$ cat config.mk
export PLATFORM = sky130hd
export DESIGN_NAME = lsu_mem_ctrl
export DESIGN_NICKNAME = d
export VERILOG_FILES = /design/src/rtl/lsu_mem_ctrl_pkg.sv /design/src/rtl/lsu_mem_ctrl_load_extend.sv /design/src/rtl/lsu_mem_ctrl.sv
export SDC_FILE = /design/constraint.sdc
export NUM_CORES = 1
export LEC_CHECK = 0
export CORE_MARGIN = 4
export CORE_UTILIZATION = 46
export DETAILED_ROUTE_END_ITERATION = 10
export GPL_TIMING_DRIVEN = 0
export PLACE_DENSITY = 0.91
export RECOVER_POWER = 100
export SETUP_SLACK_MARGIN = 0.1
export SYNTH_ARGS = -nofsm -noshare
export SYNTH_HDL_FRONTEND = slang
export SYNTH_SLANG_ARGS = --single-unit
$ cat constraint.sdc
create_clock -name clk -period 4.7 [get_ports clk]
set_input_delay 0.94 -clock clk [delete_from_list [all_inputs] [get_ports clk]]
set_output_delay 0.94 -clock clk [all_outputs]
set_load 0.01 [all_outputs]
$ cat src/rtl/lsu_mem_ctrl_pkg.sv
// Shared definitions for the LSU and data memory: handshake structs, widths,
// controller state and error encodings.
package lsu_mem_ctrl_pkg;

    localparam int data_width_lp = 32;

    typedef struct packed {
        logic                     valid;
        logic                     yumi;
        logic                     wen;
        logic                     byte_not_word;
        logic [data_width_lp-1:0] write_data;
    } mem_in_s;

    typedef struct packed {
        logic                     valid;
        logic                     yumi;
        logic [data_width_lp-1:0] read_data;
    } mem_out_s;

    localparam int mem_in_width_lp  = $bits(mem_in_s);
    localparam int mem_out_width_lp = $bits(mem_out_s);

    typedef enum logic [1:0] {
        IDLE = 2'b00,
        REQ  = 2'b01,
        WAIT = 2'b10,
        DONE = 2'b11
    } lsu_state_e;

    typedef enum logic [1:0] {
        OK       = 2'b00,
        MISALIGN = 2'b01,
        TIMEOUT  = 2'b10
    } lsu_err_e;

endpackage

$ cat src/rtl/lsu_mem_ctrl_load_extend.sv
// Formats raw memory read data into the 32-bit load result: word pass-through,
// or byte [7:0] zero- or sign-extended.
module load_extend
    import lsu_mem_ctrl_pkg::*;
(
    input  logic [data_width_lp-1:0] read_data,
    input  logic                     byte_access,
    input  logic                     is_signed,
    output logic [data_width_lp-1:0] result
);

    logic fill;

    assign fill   = is_signed & read_data[7];
    assign result = byte_access ? {{(data_width_lp-8){fill}}, read_data[7:0]} : read_data;

endmodule

$ cat src/rtl/lsu_mem_ctrl.sv
// Single-outstanding load/store controller between execute and the data memory,
// with misalignment rejection and a bounded wait for the memory response.
module lsu_mem_ctrl
    import lsu_mem_ctrl_pkg::*;
#(
    parameter int addr_width_p = 12,
    parameter int timeout_p    = 64
) (
    input  logic                        clk,
    input  logic                        reset,
    input  logic                        req_v_i,
    input  logic                        req_wen_i,
    input  logic                        req_byte_i,
    input  logic                        req_signed_i,
    input  logic [addr_width_p-1:0]     req_addr_i,
    input  logic [31:0]                 req_wdata_i,
    output logic                        ready_o,
    output logic                        resp_v_o,
    output logic [31:0]                 resp_data_o,
    output logic [1:0]                  resp_err_o,
    output logic [mem_in_width_lp-1:0]  mem_port_o,
    output logic [addr_width_p-1:0]     mem_addr_o,
    input  logic [mem_out_width_lp-1:0] mem_port_i
);

    localparam int cnt_width_lp = $clog2(timeout_p);

    lsu_state_e              state_reg, state_next;
    lsu_err_e                resp_err_reg, resp_err_next;
    logic [31:0]             resp_data_reg, resp_data_next;
    logic [cnt_width_lp-1:0] count_reg, count_next;
    logic                    wen_reg, byte_reg, signed_reg;
    logic [addr_width_p-1:0] addr_reg;
    logic [31:0]             wdata_reg;
    logic [31:0]             load_result;
    mem_in_s                 mem_in;
    mem_out_s                mem_out;

    assign mem_out     = mem_port_i;
    assign mem_port_o  = mem_in;
    assign mem_addr_o  = addr_reg;
    assign ready_o     = (state_reg == IDLE);
    assign resp_v_o    = (state_reg == DONE);
    assign resp_data_o = resp_data_reg;
    assign resp_err_o  = resp_err_reg;

    load_extend u_load_extend (
        .read_data   (mem_out.read_data),
        .byte_access (byte_reg),
        .is_signed   (signed_reg),
        .result      (load_result)
    );

    always_ff @(posedge clk) begin
        if (!reset) begin
            state_reg     <= IDLE;
            resp_err_reg  <= OK;
            resp_data_reg <= '0;
            count_reg     <= '0;
            wen_reg       <= 1'b0;
            byte_reg      <= 1'b0;
            signed_reg    <= 1'b0;
            addr_reg      <= '0;
            wdata_reg     <= '0;
        end else begin
            state_reg     <= state_next;
            resp_err_reg  <= resp_err_next;
            resp_data_reg <= resp_data_next;
            count_reg     <= count_next;
            if (state_reg == IDLE && req_v_i) begin
                wen_reg    <= req_wen_i;
                byte_reg   <= req_byte_i;
                signed_reg <= req_signed_i;
                addr_reg   <= req_addr_i;
                wdata_reg  <= req_wdata_i;
            end
        end
    end

    always_comb begin
        state_next     = state_reg;
        resp_err_next  = resp_err_reg;
        resp_data_next = resp_data_reg;
        count_next     = count_reg;
        mem_in         = '0;
        case (state_reg)
            IDLE: begin
                if (req_v_i) begin
                    // Misaligned words complete without touching memory
                    if (!req_byte_i && (req_addr_i[1:0] != 2'b00)) begin
                        state_next     = DONE;
                        resp_err_next  = MISALIGN;
                        resp_data_next = '0;
                    end else begin
                        state_next = REQ;
                    end
                end
            end
            REQ: begin
                mem_in.valid         = 1'b1;
                mem_in.wen           = wen_reg;
                mem_in.byte_not_word = byte_reg;
                mem_in.write_data    = wdata_reg;
                if (mem_out.yumi) begin
                    state_next = WAIT;
                    count_next = '0;
                end
            end
            WAIT: begin
                mem_in.yumi = mem_out.valid;
                if (mem_out.valid) begin
                    state_next     = DONE;
                    resp_err_next  = OK;
                    resp_data_next = wen_reg ? 32'h0 : load_result;
                end else if (count_reg == cnt_width_lp'(timeout_p - 1)) begin
                    state_next     = DONE;
                    resp_err_next  = TIMEOUT;
                    resp_data_next = '0;
                end else begin
                    count_next = count_reg + cnt_width_lp'(1);
                end
            end
            DONE: begin
                state_next = IDLE;
            end
            default: begin
                state_next = IDLE;
            end
        endcase
    end

endmodule

==> key figures <==
Synthesis
  – Syn avg cell area: roughly 8.5 sq um
  – Synth cell types: 38
  – Netlist Area Pre-Place: 3970 sq um
  – Synth area leaders: dfxtp_1, nand2_1, a21boi_0
  – Net Count, Synth: 559
  – Yosys reg bits: roughly 90
  – Biggest area consumer among synthesized cells: dfxtp_1
  – Main synth FF type: dfxtp_1
  – Synth top cells by count: nand2_1, dfxtp_1, a21boi_0
  – EDFF count, synth: 0
  – Post-synth ARST share: 0%
  – YS warnings: 0
  – Register area share after synthesis: 44.8%
  – Mapped Cells: 469
  – Yosys top cell area share: 44.8%
  – Top-count cell post-synth: nand2_1

Place
  – Global placer's final weighted congestion: around 0.85
  – Hpwl dp: 8.79 mm
  – Port-buffer cells: 167

Setup path
  – CP dominant cell by count: clkbuf_1
  – Reg2reg path depth: 8
  – Critical Path AT: 2560 ps
  – R2R setup slack: 2040 ps
  – CP startpoint kind: flop
  – Crit. End Element: primary output
  – Critical path's slowest cell: dlygate4sd3_1
  – Worst r2r src: state_reg[0]
  – CP Cell Sequence: inv_1 -> ha_1 -> clkbuf_1 -> clkbuf_1 -> and2_1 -> dlygate4sd3_1
  – Worst Setup Path Type: flop to primary output
  – Slowest stage delay, CP: 620 ps
  – CP bufs+invs: 4
  – Critical path required time: 3760 ps
  – Top delay family on crit path: buffers and inverters
  – RR Endpoint: resp_data_o[31]
  – Crit Path Max Fanout: 10

Layout
  – N_diodes: 0
  – Register area: 1780 sq um
  – Area delta synth->final: 49.0%
  – Nets: ~740
  – Layout cells sized above 1: 3.53%
  – Filler cells: 644
  – Area of the multi-input gates: 1990 sq um

STA
  – FMAX: ~0.29 GHz
  – Hold Fails Final Rpt: 0
  – Slew Limit Fails: 0
  – Worst hold slack: roughly 460 ps
  – Setup violations, final: 0
  – Fin crit period: ~3500 ps
  – Slew headroom: 53.7%
  – RSZ-0062 raised after global routing: no
  – Post-Route Setup TNS: 0 ps
  – Worst slew pin tran: about 700 ps
  – Final worst path period share: 74.5%
  – Final setup skew: between 15 and 20 ps

Drt
  – Drt first pass iters: 4
  – Vias: between 3000 and 4000
  – Wire per inst: 15.2 um
  – Routed Antenna Nets: 0
  – Routed WL: 11.5 mm
  – 1st-iter DRT viols: roughly 180
  – DRC violations left: 0
  – Vias per cell: ~5.1

Worst hold path
  – Hold path startpoint: resp_data_o[0]
  – HP Class: flop to flop
  – Hold EP: resp_data_o[0]
  – Hold path cells: 2

Job
  – Max Cap Viol: 0

Power and ir drop
  – Pwr dens: around 400 nW/um^2
  – Leakage: 0.00247 uW
  – Maximum vdd drop: 229 uV

Clocking
  – # hold bufs at CTS: 0
  – Htree depth: 3
  – Root Driver: clkbuf_8
  – CTS tree: done
  – Clock-pin slew on the worst setup and hold paths: around 80 ps
  – Clock sink count: 89
  – TritonCTS Buffers: 9
  – Worst-Skew Late Latency: 360 ps
  – Post-CTS setup buffer count: 0
  – Post_cts resized: 0
  – Clock Tree Buf Depth: 2

Floorplanning
  – Site Rows: 33
  – Die H: 101 um
  – Std-Cell Core Area: about 8300 sq um
  – Die area: 10200 sq um
  – Die width: 101 um
  – Starting Density: between 40% and 50%
  – I/O Pins: 168

Global routing
  – Vias in the first global route: around 3800
  – Total track usage: 22.5%
  – Initial antenna violation count: 0
  – Largest net degree at the start of global routing: 16
  – Remaining Overflow, GRT: 0
  – First-pass GRT wire length: around 18 mm

Status
  – Status: finished, final reports clean
[per-layer routing]
layer	wire length (um)	vias to the layer above	global-route usage, %
met1	4800	1758	26.6
li1	-	1905	-
met2	5450	146	38.1
met5	0	-	0
met4	178	0	7.06
met3	1070	14	7.82
[worst max-delay path by stage]
stage | start | end | slack (ps) | cells past startpoint
2_1_floorplan | state_reg[1] | mem_port_o[10] | 2490 | 5
3_3_place_gp | mem_port_i[33] | mem_port_o[34] | 1530 | 3
3_5_place_dp | mem_port_i[33] | mem_port_o[34] | 1540 | 3
4_1_cts | state_reg[1] | mem_port_o[11] | 1240 | 6
5_1_grt | state_reg[1] | mem_port_o[13] | 1000 | 6
6_report | state_reg[1] | mem_port_o[13] | 1200 | 6
[where the power goes]
part | total [uW] | switching [uW] | internal, uW
Clock | 539 | 277 | 262
Combinational | 935 | 525 | 411
Sequential | 901 | 50.6 | 851
[logic make-up after synthesis]
family	share of synthesized area, %
simple gates	23.2
mux	8.82
compound gates	16.2
fa+ha+maj	1.89
flops	44.8
buf+inv	5.04
[tightest hold or removal path, delay by kind of cell (launching register included)]
family | cells | cell delay [ps]
mux | 1 | 50
flops | 1 | 310
simple gates | 1 | 50
[through the flow]
stage	utilization, %	setup WS [ps]	std cells	total power, uW	cell area (sq um)
floorplan	-	2490	469	1580	3970
global route	71.3	1000	757	2520	5920
CTS	72.1	1240	757	2500	5980
detailed placement	69.6	1540	741	1970	5780
global placement	69.6	1530	741	1930	5780
finish	71.3	1200	757	2380	5920
[placed cells by master (no fill, tap or decap), drive strengths merged, types with 4 or more instances in the layout]
cell	count
nand2b	5
nand2	143
clkbuf	44
a21boi	50
nand3	4
clkdlybuf4s50	95
inv	4
clkinv	4
and2	36
a21oi	4
nor2	4
mux2i	35
ha	6
o21ai	32
dlygate4sd3	72
dfxtp	89
[final cells by class]
cell class,count,area share (%)
clock inverter,6,1.12
timing repair buffer,167,28.2
clock buffer,10,2.32
buffer,35,2.24
sequential,89,30.1
multi-input combinational,342,33.6
inverter,3,0.190
tap,105,2.22
No activity file was read; power rests on OpenSTA's default activity.
